==> config.mk <==
export PLATFORM = sky130hd
export DESIGN_NAME = tlb_mp_flat
export DESIGN_NICKNAME = d
export VERILOG_FILES = /design/src/rtl/tlb_mp_if.sv /design/src/rtl/tlb_mp.sv /design/src/flat_wrapper.sv
export SDC_FILE = /design/constraint.sdc
export NUM_CORES = 2
export LEC_CHECK = 0
export BUFFER_PORTS_ARGS = -buffer_cell sky130_fd_sc_hd__buf_2
export CELL_PAD_IN_SITES_DETAIL_PLACEMENT = 1
export CELL_PAD_IN_SITES_GLOBAL_PLACEMENT = 1
export CORE_ASPECT_RATIO = 1.75
export CORE_MARGIN = 2
export CORE_UTILIZATION = 30
export DETAILED_ROUTE_END_ITERATION = 8
export PLACE_DENSITY = 0.54
export SLEW_MARGIN = 5
export SYNTH_ARGS = -nofsm -noshare
export SYNTH_HDL_FRONTEND = slang
export SYNTH_SLANG_ARGS = --single-unit
==> constraint.sdc <==
create_clock -name clk -period 7.9 [get_ports clk]
set_input_delay 0.395 -clock clk [delete_from_list [all_inputs] [get_ports clk]]
set_output_delay 0.395 -clock clk [all_outputs]
set_load 0.02 [all_outputs]
==> src/rtl/tlb_mp_if.sv <==
// Lookup and CP0 command bundle for tlb_mp.
// Pagemask signals exist only when TLB_MP_PAGEMASK_EN is defined.
interface tlb_mp_if #(
    parameter int N_ENTRIES = 16,
    parameter int N_PORTS   = 2
);
    localparam int IW = $clog2(N_ENTRIES);

    logic [N_PORTS-1:0]    lk_valid;
    logic [32*N_PORTS-1:0] lk_vaddr;
    logic [7:0]            asid;
    logic [2:0]            k0;
    logic [N_PORTS-1:0]    lk_rvalid;
    logic [32*N_PORTS-1:0] lk_paddr;
    logic [N_PORTS-1:0]    lk_miss;
    logic [N_PORTS-1:0]    lk_inv;
    logic [N_PORTS-1:0]    lk_dirty;
    logic [3*N_PORTS-1:0]  lk_cattr;

    logic                  cmd_valid;
    logic [1:0]            cmd_op;
    logic                  cmd_ready;
    logic                  cmd_done;
    logic [31:0]           entryhi_i;
    logic [31:0]           entrylo0_i;
    logic [31:0]           entrylo1_i;
    logic [IW-1:0]         index_i;
    logic [IW-1:0]         wired_i;
    logic                  wired_we;
    logic [31:0]           index_o;
    logic [31:0]           entryhi_o;
    logic [31:0]           entrylo0_o;
    logic [31:0]           entrylo1_o;
    logic [IW-1:0]         random_o;
`ifdef TLB_MP_PAGEMASK_EN
    logic [24:13]          pagemask_i;
    logic [24:13]          pagemask_o;
`endif

    modport master (
`ifdef TLB_MP_PAGEMASK_EN
        output pagemask_i, input pagemask_o,
`endif
        output lk_valid, lk_vaddr, asid, k0,
        input  lk_rvalid, lk_paddr, lk_miss, lk_inv, lk_dirty, lk_cattr,
        output cmd_valid, cmd_op, entryhi_i, entrylo0_i, entrylo1_i, index_i, wired_i, wired_we,
        input  cmd_ready, cmd_done, index_o, entryhi_o, entrylo0_o, entrylo1_o, random_o
    );

    modport slave (
`ifdef TLB_MP_PAGEMASK_EN
        input pagemask_i, output pagemask_o,
`endif
        input  lk_valid, lk_vaddr, asid, k0,
        output lk_rvalid, lk_paddr, lk_miss, lk_inv, lk_dirty, lk_cattr,
        input  cmd_valid, cmd_op, entryhi_i, entrylo0_i, entrylo1_i, index_i, wired_i, wired_we,
        output cmd_ready, cmd_done, index_o, entryhi_o, entrylo0_o, entrylo1_o, random_o
    );
endinterface

==> src/rtl/tlb_mp.sv <==
// Multi-port fully associative MIPS32 JTLB with CP0 TLBP/TLBR/TLBWI/TLBWR and Random.
// Define TLB_MP_PAGEMASK_EN for variable page sizes; default build uses fixed 4 KB pages.
module tlb_mp #(
    parameter int         N_ENTRIES = 16,
    parameter int         N_PORTS   = 2,
    parameter logic [2:0] K0_RESET  = 3'd3
) (
    input logic     clk,
    input logic     resetn,
    tlb_mp_if.slave bus
);
    localparam int            IW      = $clog2(N_ENTRIES);
    localparam logic [IW-1:0] TOP_IDX = IW'(N_ENTRIES - 1);
    localparam logic [1:0]    OP_TLBP = 2'd0;
    localparam logic [1:0]    OP_TLBR = 2'd1;

    typedef enum logic [1:0] {IDLE, EXEC, DONE} state_t;

    // EntryLo halves are stored as bits [25:1]: {PFN, C, D, V}
    logic [18:0] e_vpn2  [N_ENTRIES];
    logic [7:0]  e_asid  [N_ENTRIES];
    logic        e_g     [N_ENTRIES];
    logic [24:0] e_lo0   [N_ENTRIES];
    logic [24:0] e_lo1   [N_ENTRIES];
    logic [18:0] e_cmask [N_ENTRIES];
`ifdef TLB_MP_PAGEMASK_EN
    logic [11:0] e_mask  [N_ENTRIES];
    logic [11:0] mask_q;
    logic [11:0] pagemask_q;
`endif

    state_t        state;
    logic [1:0]    op_q;
    logic [18:0]   vpn2_q;
    logic [7:0]    asid_q;
    logic [24:0]   lo0_q, lo1_q;
    logic          g_q;
    logic [IW-1:0] idx_q, w_idx, random_q;
    logic          cmd_ready_q, cmd_done_q;
    logic [31:0]   index_q, ehi_q, elo0_q, elo1_q;
    logic [2:0]    k0_q;
    logic          p_hit;
    logic [IW-1:0] p_idx;

    logic [N_PORTS-1:0]    l_miss, l_inv, l_dirty, hit_p, odd_p;
    logic [31:0]           l_paddr [N_PORTS];
    logic [31:0]           va_p    [N_PORTS];
    logic [2:0]            l_cattr [N_PORTS];
    logic [IW-1:0]         hidx_p  [N_PORTS];
    logic [24:0]           lo_p    [N_PORTS];
    logic [N_PORTS-1:0]    rvalid_q, miss_q, inv_q, dirty_q;
    logic [32*N_PORTS-1:0] paddr_q;
    logic [3*N_PORTS-1:0]  cattr_q;

    logic unused_bits;
    assign unused_bits = ^{bus.entryhi_i[12:8], bus.entrylo0_i[31:26], bus.entrylo1_i[31:26]};

    always_comb begin
        for (int i = 0; i < N_ENTRIES; i++) begin
`ifdef TLB_MP_PAGEMASK_EN
            e_cmask[i] = {7'h7F, ~e_mask[i]};
`else
            e_cmask[i] = '1;
`endif
        end
    end

    // Descending scan so the lowest matching index is the one left standing
    always_comb begin
        p_hit = 1'b0;
        p_idx = '0;
        for (int i = N_ENTRIES - 1; i >= 0; i--) begin
            if ((((e_vpn2[i] ^ vpn2_q) & e_cmask[i]) == '0) && (e_g[i] || e_asid[i] == asid_q)) begin
                p_hit = 1'b1;
                p_idx = IW'(i);
            end
        end
    end

    always_comb begin
        for (int p = 0; p < N_PORTS; p++) begin
            va_p[p]   = bus.lk_vaddr[32*p +: 32];
            hit_p[p]  = 1'b0;
            hidx_p[p] = '0;
            for (int i = N_ENTRIES - 1; i >= 0; i--) begin
                if ((((e_vpn2[i] ^ va_p[p][31:13]) & e_cmask[i]) == '0) &&
                    (e_g[i] || e_asid[i] == bus.asid)) begin
                    hit_p[p]  = 1'b1;
                    hidx_p[p] = IW'(i);
                end
            end
            odd_p[p] = va_p[p][12];
`ifdef TLB_MP_PAGEMASK_EN
            for (int k = 0; k < 12; k++)
                if (e_mask[hidx_p[p]][k]) odd_p[p] = va_p[p][13+k];
`endif
            lo_p[p]    = odd_p[p] ? e_lo1[hidx_p[p]] : e_lo0[hidx_p[p]];
            l_paddr[p] = {lo_p[p][24:5], va_p[p][11:0]};
`ifdef TLB_MP_PAGEMASK_EN
            l_paddr[p][23:12] = (lo_p[p][16:5] & ~e_mask[hidx_p[p]]) |
                                (va_p[p][23:12] & e_mask[hidx_p[p]]);
`endif
            l_cattr[p] = lo_p[p][4:2];
            l_miss[p]  = ~hit_p[p];
            l_inv[p]   = hit_p[p] & ~lo_p[p][0];
            l_dirty[p] = hit_p[p] & lo_p[p][1];
            // Unmapped segments are always writable, hence dirty=1
            if (va_p[p][31:30] == 2'b10) begin
                l_paddr[p] = {3'b000, va_p[p][28:0]};
                l_cattr[p] = va_p[p][29] ? 3'd2 : k0_q;
                l_miss[p]  = 1'b0;
                l_inv[p]   = 1'b0;
                l_dirty[p] = 1'b1;
            end
        end
    end

    // k0 is registered, so a Config.K0 change reaches kseg0 lookups one cycle later
    always_ff @(posedge clk) begin
        if (!resetn) begin
            rvalid_q <= '0;
            miss_q   <= '0;
            inv_q    <= '0;
            dirty_q  <= '0;
            paddr_q  <= '0;
            cattr_q  <= '0;
            k0_q     <= K0_RESET;
        end else begin
            rvalid_q <= bus.lk_valid;
            miss_q   <= bus.lk_valid & l_miss;
            inv_q    <= bus.lk_valid & l_inv;
            dirty_q  <= bus.lk_valid & l_dirty;
            for (int p = 0; p < N_PORTS; p++) begin
                paddr_q[32*p +: 32] <= l_paddr[p];
                cattr_q[3*p +: 3]   <= l_cattr[p];
            end
            k0_q <= bus.k0;
        end
    end

    assign w_idx = op_q[0] ? random_q : idx_q;

    always_ff @(posedge clk) begin
        if (!resetn) begin
            for (int i = 0; i < N_ENTRIES; i++) begin
                e_vpn2[i] <= '0;
                e_asid[i] <= '0;
                e_g[i]    <= 1'b0;
                e_lo0[i]  <= '0;
                e_lo1[i]  <= '0;
`ifdef TLB_MP_PAGEMASK_EN
                e_mask[i] <= '0;
`endif
            end
        end else if (state == EXEC && op_q[1]) begin
            e_vpn2[w_idx] <= vpn2_q;
            e_asid[w_idx] <= asid_q;
            e_g[w_idx]    <= g_q;
            e_lo0[w_idx]  <= lo0_q;
            e_lo1[w_idx]  <= lo1_q;
`ifdef TLB_MP_PAGEMASK_EN
            e_mask[w_idx] <= mask_q;
`endif
        end
    end

    always_ff @(posedge clk) begin
        if (!resetn || bus.wired_we || random_q <= bus.wired_i)
            random_q <= TOP_IDX;
        else
            random_q <= random_q - IW'(1);
    end

    always_ff @(posedge clk) begin
        if (!resetn) begin
            state       <= IDLE;
            cmd_ready_q <= 1'b0;
            cmd_done_q  <= 1'b0;
            index_q     <= 32'h8000_0000;
            ehi_q       <= '0;
            elo0_q      <= '0;
            elo1_q      <= '0;
            op_q        <= '0;
            vpn2_q      <= '0;
            asid_q      <= '0;
            lo0_q       <= '0;
            lo1_q       <= '0;
            g_q         <= 1'b0;
            idx_q       <= '0;
`ifdef TLB_MP_PAGEMASK_EN
            mask_q      <= '0;
            pagemask_q  <= '0;
`endif
        end else begin
            cmd_done_q <= 1'b0;
            case (state)
                IDLE: begin
                    if (bus.cmd_valid && cmd_ready_q) begin
                        op_q        <= bus.cmd_op;
                        vpn2_q      <= bus.entryhi_i[31:13];
                        asid_q      <= bus.entryhi_i[7:0];
                        lo0_q       <= bus.entrylo0_i[25:1];
                        lo1_q       <= bus.entrylo1_i[25:1];
                        g_q         <= bus.entrylo0_i[0] & bus.entrylo1_i[0];
                        idx_q       <= bus.index_i;
`ifdef TLB_MP_PAGEMASK_EN
                        mask_q      <= bus.pagemask_i;
`endif
                        cmd_ready_q <= 1'b0;
                        state       <= EXEC;
                    end else begin
                        cmd_ready_q <= 1'b1;
                    end
                end
                EXEC: begin
                    if (op_q == OP_TLBP)
                        index_q <= p_hit ? 32'(p_idx) : 32'h8000_0000;
                    if (op_q == OP_TLBR) begin
                        ehi_q  <= {e_vpn2[idx_q], 5'b00000, e_asid[idx_q]};
                        elo0_q <= {6'b000000, e_lo0[idx_q], e_g[idx_q]};
                        elo1_q <= {6'b000000, e_lo1[idx_q], e_g[idx_q]};
`ifdef TLB_MP_PAGEMASK_EN
                        pagemask_q <= e_mask[idx_q];
`endif
                    end
                    cmd_done_q <= 1'b1;
                    state      <= DONE;
                end
                DONE: begin
                    cmd_ready_q <= 1'b1;
                    state       <= IDLE;
                end
                default: state <= IDLE;
            endcase
        end
    end

    assign bus.lk_rvalid  = rvalid_q;
    assign bus.lk_paddr   = paddr_q;
    assign bus.lk_miss    = miss_q;
    assign bus.lk_inv     = inv_q;
    assign bus.lk_dirty   = dirty_q;
    assign bus.lk_cattr   = cattr_q;
    assign bus.cmd_ready  = cmd_ready_q;
    assign bus.cmd_done   = cmd_done_q;
    assign bus.index_o    = index_q;
    assign bus.entryhi_o  = ehi_q;
    assign bus.entrylo0_o = elo0_q;
    assign bus.entrylo1_o = elo1_q;
    assign bus.random_o   = random_q;
`ifdef TLB_MP_PAGEMASK_EN
    assign bus.pagemask_o = pagemask_q;
`endif
endmodule

==> src/flat_wrapper.sv <==
// flat-port wrapper written by rule: the top's interface ports become plain ports
module tlb_mp_flat 
#(
    parameter int         N_ENTRIES = 16,
    parameter int         N_PORTS   = 2,
    parameter logic [2:0] K0_RESET  = 3'd3
)
  (clk, resetn, bus_lk_valid, bus_lk_vaddr, bus_asid, bus_k0, bus_lk_rvalid, bus_lk_paddr, bus_lk_miss, bus_lk_inv, bus_lk_dirty, bus_lk_cattr, bus_cmd_valid, bus_cmd_op, bus_entryhi_i, bus_entrylo0_i, bus_entrylo1_i, bus_index_i, bus_wired_i, bus_wired_we, bus_cmd_ready, bus_cmd_done, bus_index_o, bus_entryhi_o, bus_entrylo0_o, bus_entrylo1_o, bus_random_o);
  tlb_mp_if #(.N_ENTRIES(N_ENTRIES), .N_PORTS(N_PORTS)) bus_i ();
  input logic clk;
  input logic resetn;
  input wire logic [$bits(bus_i.lk_valid)-1:0] bus_lk_valid;
  input wire logic [$bits(bus_i.lk_vaddr)-1:0] bus_lk_vaddr;
  input wire logic [$bits(bus_i.asid)-1:0] bus_asid;
  input wire logic [$bits(bus_i.k0)-1:0] bus_k0;
  output wire logic [$bits(bus_i.lk_rvalid)-1:0] bus_lk_rvalid;
  output wire logic [$bits(bus_i.lk_paddr)-1:0] bus_lk_paddr;
  output wire logic [$bits(bus_i.lk_miss)-1:0] bus_lk_miss;
  output wire logic [$bits(bus_i.lk_inv)-1:0] bus_lk_inv;
  output wire logic [$bits(bus_i.lk_dirty)-1:0] bus_lk_dirty;
  output wire logic [$bits(bus_i.lk_cattr)-1:0] bus_lk_cattr;
  input wire logic [$bits(bus_i.cmd_valid)-1:0] bus_cmd_valid;
  input wire logic [$bits(bus_i.cmd_op)-1:0] bus_cmd_op;
  input wire logic [$bits(bus_i.entryhi_i)-1:0] bus_entryhi_i;
  input wire logic [$bits(bus_i.entrylo0_i)-1:0] bus_entrylo0_i;
  input wire logic [$bits(bus_i.entrylo1_i)-1:0] bus_entrylo1_i;
  input wire logic [$bits(bus_i.index_i)-1:0] bus_index_i;
  input wire logic [$bits(bus_i.wired_i)-1:0] bus_wired_i;
  input wire logic [$bits(bus_i.wired_we)-1:0] bus_wired_we;
  output wire logic [$bits(bus_i.cmd_ready)-1:0] bus_cmd_ready;
  output wire logic [$bits(bus_i.cmd_done)-1:0] bus_cmd_done;
  output wire logic [$bits(bus_i.index_o)-1:0] bus_index_o;
  output wire logic [$bits(bus_i.entryhi_o)-1:0] bus_entryhi_o;
  output wire logic [$bits(bus_i.entrylo0_o)-1:0] bus_entrylo0_o;
  output wire logic [$bits(bus_i.entrylo1_o)-1:0] bus_entrylo1_o;
  output wire logic [$bits(bus_i.random_o)-1:0] bus_random_o;
  assign bus_i.lk_valid = bus_lk_valid;
  assign bus_i.lk_vaddr = bus_lk_vaddr;
  assign bus_i.asid = bus_asid;
  assign bus_i.k0 = bus_k0;
  assign bus_lk_rvalid = bus_i.lk_rvalid;
  assign bus_lk_paddr = bus_i.lk_paddr;
  assign bus_lk_miss = bus_i.lk_miss;
  assign bus_lk_inv = bus_i.lk_inv;
  assign bus_lk_dirty = bus_i.lk_dirty;
  assign bus_lk_cattr = bus_i.lk_cattr;
  assign bus_i.cmd_valid = bus_cmd_valid;
  assign bus_i.cmd_op = bus_cmd_op;
  assign bus_i.entryhi_i = bus_entryhi_i;
  assign bus_i.entrylo0_i = bus_entrylo0_i;
  assign bus_i.entrylo1_i = bus_entrylo1_i;
  assign bus_i.index_i = bus_index_i;
  assign bus_i.wired_i = bus_wired_i;
  assign bus_i.wired_we = bus_wired_we;
  assign bus_cmd_ready = bus_i.cmd_ready;
  assign bus_cmd_done = bus_i.cmd_done;
  assign bus_index_o = bus_i.index_o;
  assign bus_entryhi_o = bus_i.entryhi_o;
  assign bus_entrylo0_o = bus_i.entrylo0_o;
  assign bus_entrylo1_o = bus_i.entrylo1_o;
  assign bus_random_o = bus_i.random_o;
  tlb_mp #(.N_ENTRIES(N_ENTRIES), .N_PORTS(N_PORTS), .K0_RESET(K0_RESET)) u_core (.clk(clk), .resetn(resetn), .bus(bus_i));
endmodule
# After elaboration in Yosys (flattened, before gate mapping)

Memories as Yosys holds them, arrays and structs flattened. A register that Yosys moved wholly into a read port is not among the register bits.
Cells that the tools add are included.

Bits in registers: 257
Bits in latches: 0
RAM bits: 1248
ROM bits: 0
Bits of input ports: 187
Output and inout bits: 212
Word-level logic and storage cells: 417
Memories: 5

Memories:

| name          | words | width | read ports | clocked after Yosys merged registers in | wr ports | line         | RTL |
|---|---|---|---|---|---|---|---|
| u_core.e_lo0  | 16    | 25    | 3          | 1                                       | 16       | tlb_mp.sv:23 | `logic [24:0] e_lo0 [N_ENTRIES];` |
| u_core.e_lo1  | 16    | 25    | 3          | 1                                       | 16       | tlb_mp.sv:24 | `logic [24:0] e_lo1 [N_ENTRIES];` |
| u_core.e_vpn2 | 16    | 19    | 17         | 1                                       | 16       | tlb_mp.sv:20 | `logic [18:0] e_vpn2 [N_ENTRIES];` |
| u_core.e_asid | 16    | 8     | 17         | 1                                       | 16       | tlb_mp.sv:21 | `logic [7:0] e_asid [N_ENTRIES];` |
| u_core.e_g    | 16    | 1     | 17         | 1                                       | 16       | tlb_mp.sv:22 | `logic e_g [N_ENTRIES];` |

Add/sub/neg operators: 1
Multipliers: 0
Divide/modulo/power cells: 0
$lt $le $gt $ge: 1
Equal/unequal tests: 38
Shift operators: 0
Mux-type cells: 138
Bitwise gates (word level): 61
Reduce and logical (&&, ||, !) cells: 150

Operator list:

| kind                 | number |
|---|---|
| $logic_not A19 Y1    | 48 |
| $xor A19 B19 Y19     | 48 |
| $eq A8 B8 Y1         | 32 |
| $mux W4              | 56 |
| $mux W25             | 4 |
| $mux W1              | 66 |
| $mux W29             | 2 |
| $logic_and A1 B1 Y1  | 50 |
| $reduce_or A25 Y1    | 2 |
| $logic_or A1 B1 Y1   | 34 |
| $mux W32             | 1 |
| $mux W19             | 1 |
| $reduce_or A19 Y1    | 1 |
| $mux W3              | 4 |
| $mux W8              | 1 |
| $reduce_or A8 Y1     | 1 |
| $and A2 B2 Y2        | 3 |
| $eq A2 B2 Y1 const B | 3 |
| $reduce_and A2 Y1    | 3 |
| $and A1 B1 Y1        | 5 |
| $logic_not A1 Y1     | 5 |
| $not A1 Y1           | 5 |
| $eq A2 B1 Y1 const B | 2 |
| $le A4 B4 Y1         | 1 |
| 9 further kinds      | 11 |

# Depth between registers and ports, before layout

An unclocked memory read counts as a cell.

Depth after elaboration: 26
Gate-level depth with buffers: 19
Depth with buffers taken out: 12

# Worst setup path before layout

OpenSTA, ideal clock, no wires.

Path kind: reg-to-reg
Start point: register u_core.idx_q[1]
End point: memory u_core.e_asid[3][0], enable pin
Library setup time: 0.619 ns
Arrival time: 6.954 ns
Data required time: 7.281 ns
Slack: 0.327 ns
Cell stages (with the launch flop): 6
Path buffers: 3
Cell sequence: dfxtp_1 clkbuf_1 clkbuf_1 buf_1 a32oi_1 o21ai_0

RTL lines:

| item                   | line          | RTL |
|---|---|---|
| from (decl)            | tlb_mp.sv:38  | `logic [IW-1:0] idx_q, w_idx, random_q;` |
| from (signal assigned) | tlb_mp.sv:205 | `idx_q <= bus.index_i;` |
| to (decl)              | tlb_mp.sv:21  |  |

==> results.md <==
- Outcome: completed
- Critical Path Source Type: register
- R2R Path Start: u_core.e_vpn2[11][11]
- Crit path max fanout: 22
- GR Util All Layers: a little under a third
- Worst hold path depth: 5
- Via-to-Cell Ratio: 5.94
- Critical path arrival: 7260 ps
- DRT Wirelength: between 500 and 600 mm
- DR pass1 iterations: 8
- Final Max Slew Viols: 0
- Die width: approximately 430 µm
- Most common cell after layout, fill and taps aside: and2_1
- Most used routing layer: met2
- DRC: 0
- Final hold violations: 0
- Die area: 315000 µm²
- Logic pwr share: 11.5%
- Hold Path End: u_core.bus.random_o[2]
- Multi-input gate area: approximately 47000 µm²
- Clock Tree Root: clkbuf_16
- Crit end category: register
- Met1 track demand over resource: 34.7%
- Synth Register Bits: 1508
- R2R Path End: u_core.bus.lk_paddr[63]
- CTS Buf Count: about 180
- PD cells: roughly 190 nW/µm²
- R2R Setup Slk: 1380 ps
- Vias: 74900
- Unrepaired setup endpoints after global routing: no
- Io pins: 399
- Initial DRC count: 7690
- Sequential share of power: 46.2%
- Most frequent cells in the layout: 1265 x and2_1, 1232 x edfxtp_1, 843 x xor2_1
- Clk_lat worst skew: 910 ps
- Cell-internal power: around 0.014 W
- Vias in the first global route: 77700
- Die H: 741 µm
- Initial Utilization: around 30%
- Sinks on Clock Net: 1508
- YS warnings: 0
- Final setup fails: 0
- RD Place Congestion: 1.06
- Post-DP HPWL: 331 mm
- Post-route minimum period: 6520 ps
- Fin Clk Skew: 47.5 ps
- IO Port Bufs: 337
- Final nets: 8567
- Fin Setup TNS: 0 ps
- Number of synthesized flops with an enable pin: 1232
- Post-synth ARST share: 0%
- First-pass GRT wire length: 683 mm
- Switching Fraction: 28.1%
- GRT met2 Usage: a little over half
- Max Clock Freq: 153 MHz
- Bufs on Longest Clock Path: 4
- Post-Synthesis Cells: 8209
- Largest net degree at the start of global routing: 101
- Resized Gates After CTS: 0
- Register area: roughly 43000 µm²
- Synth unique cells: 87
- Synth top area cells: edfxtp_1 40%, mux4_2 10%, and2_1 8.5%
- Max-cap viol count: 0
- FP Rows: 270
- Sw Pwr: 0.00564 W
- Worst-Margin Slew: 1440 ps
- Synth Cell Area: 93200 µm²
- Register area share after synthesis: between 40 and 50%
- Reg2reg path depth: 13
- CP required: between 8000 and 9000 ps
- Clock power share: 42.2%
- Largest area contributor in the netlist: edfxtp_1
- Antenna violations before repair: 37
- Peak supply drop: 0.157 mV
- Area growth, synth to finish: 14.4%
- Leakage: around 41 nW
- Overflow after GRT: 0
- Core area: 309000 µm²
- Hold path start: bus_wired_i[0]
- Antenna Nets Post-Route: 0
- Critical Setup Path Class: reg2reg
- Reg clk slew, reported paths: around 60 ps
- Yosys top cell area share: about two fifths
- Rel. slew slack: about 4.2%
- Ys flop type: edfxtp_1
- Syn avg cell area: about 11 µm²
- Depth of the CTS H-tree: 4
- Min Hold Slack: 113 ps
- WL/cell: 40.3 µm
- Share of layout cells above drive strength 1: 17.2%
- Fill count: 33500
- GRT met3 Usage: 6.63%
- Crit share post-route: between 80% and 90%
- Worst Hold Class: in2reg
- CTS tree: done
-- kinds of logic after synthesis --
group / share of synthesized area, %
AOI/OAI and AO/OA: 5.86
adders and majority gates: 0.0672
buffers and inverters: 4.37
DFF: 45.6
xor gates and xnor gates: 11.0
and+or+nand+nor: 16.6
muxes: 16.5
other: 0.00403
-- sequential cells by signal, summed over array words and instances, names as in the netlist, 26 cells and up, named ones only --
signal	cells
u_core.bus.entryhi_o	27
u_core.bus.entrylo0_o	26
u_core.bus.lk_paddr	64
u_core.e_asid	128
u_core.e_lo0	400
u_core.e_lo1	400
u_core.e_vpn2	304
-- Yosys cell counts, drive strengths merged, types with 216 or more instances --
cell / count
mux2i: 558
mux4: 421
dfxtp: 276
nor4: 216
nand2: 795
xnor2: 327
buf: 343
edfxtp: 1232
and2: 1281
a21oi: 284
xor2: 843
clkbuf: 460
-- timing repair --
action                                 CTS  global route
hold buffers                           114             1
setup buffers                            0             0
endpoints found under the hold margin  125             1
-- worst max path at each step --
stage	startpoint	to	slack, ps
after CTS	u_core.e_vpn2[14][16]	u_core.bus.lk_paddr[51]	1920
after floorplan	u_core.idx_q[1]	u_core.e_asid[3][0]	330
after global placement	bus_lk_vaddr[15]	u_core.bus.lk_paddr[20]	1560
final	u_core.e_vpn2[11][11]	u_core.bus.lk_paddr[63]	1380
after detailed placement	bus_lk_vaddr[15]	u_core.bus.lk_paddr[27]	1530
after global routing	u_core.e_vpn2[11][11]	u_core.bus.lk_paddr[63]	1350
-- power groups by stage --
stage | logic (W) | clock network [W] | registers, W
after CTS | 0.00227 | 0.00862 | 0.00927
after detailed placement | 0.00222 | 0 | 0.00944
after global placement | 0.00220 | 0 | 0.00942
after floorplan | 0.00127 | 0 | 0.00929
after global routing | 0.00239 | 0.00887 | 0.00931
final | 0.00232 | 0.00849 | 0.00930
-- layer usage --
layer  vias to the layer above  part of all wire [%]
li1                      29900                     -
met1                     39300                    35
met3                      1610                   7.1
met4                        16                    10
met5                         -                 0.022
met2                      4080                    48
-- per-stage QoR --
stage | instance area (µm²) | std cells | setup slack (ps) | power, W | util, %
global route | 107000 | 12600 | 1350 | 0.0206 | 34.5
floorplan | 93300 | 8252 | 327 | 0.0106 | -
detailed placement | 99600 | 12200 | 1530 | 0.0117 | 32.2
finish | 107000 | 12600 | 1380 | 0.0201 | 34.5
global placement | 99600 | 12200 | 1560 | 0.0116 | 32.2
CTS | 106000 | 12600 | 1920 | 0.0202 | 34.4
-- area by class of cell --
cell class	instances	share of cell area (%)
Clock buffer	237	4.54
Multi-Input combinational cell	5918	44.4
Inverter	23	0.0880
Timing Repair Buffer	749	5.36
Antenna cell	25	0.0587
Clock inverter	78	0.799
Sequential cell	1508	39.9
Tap cell	4080	4.79
-- worst max-delay path, cell delays in order, from the launching register on --
cell and delay, ps:
edfxtp_1 610, xor2_1 250, nor4_1 450, nand4_1 1050, nor3_1 1000, nor4_1 110, a221o_1 450, a21oi_4 840
buf_4 450, mux2i_1 150, mux2i_1 240, mux2_2 210, o21ai_0 80, a211oi_1 450
Note: power is estimated with default switching activity, not from simulation.
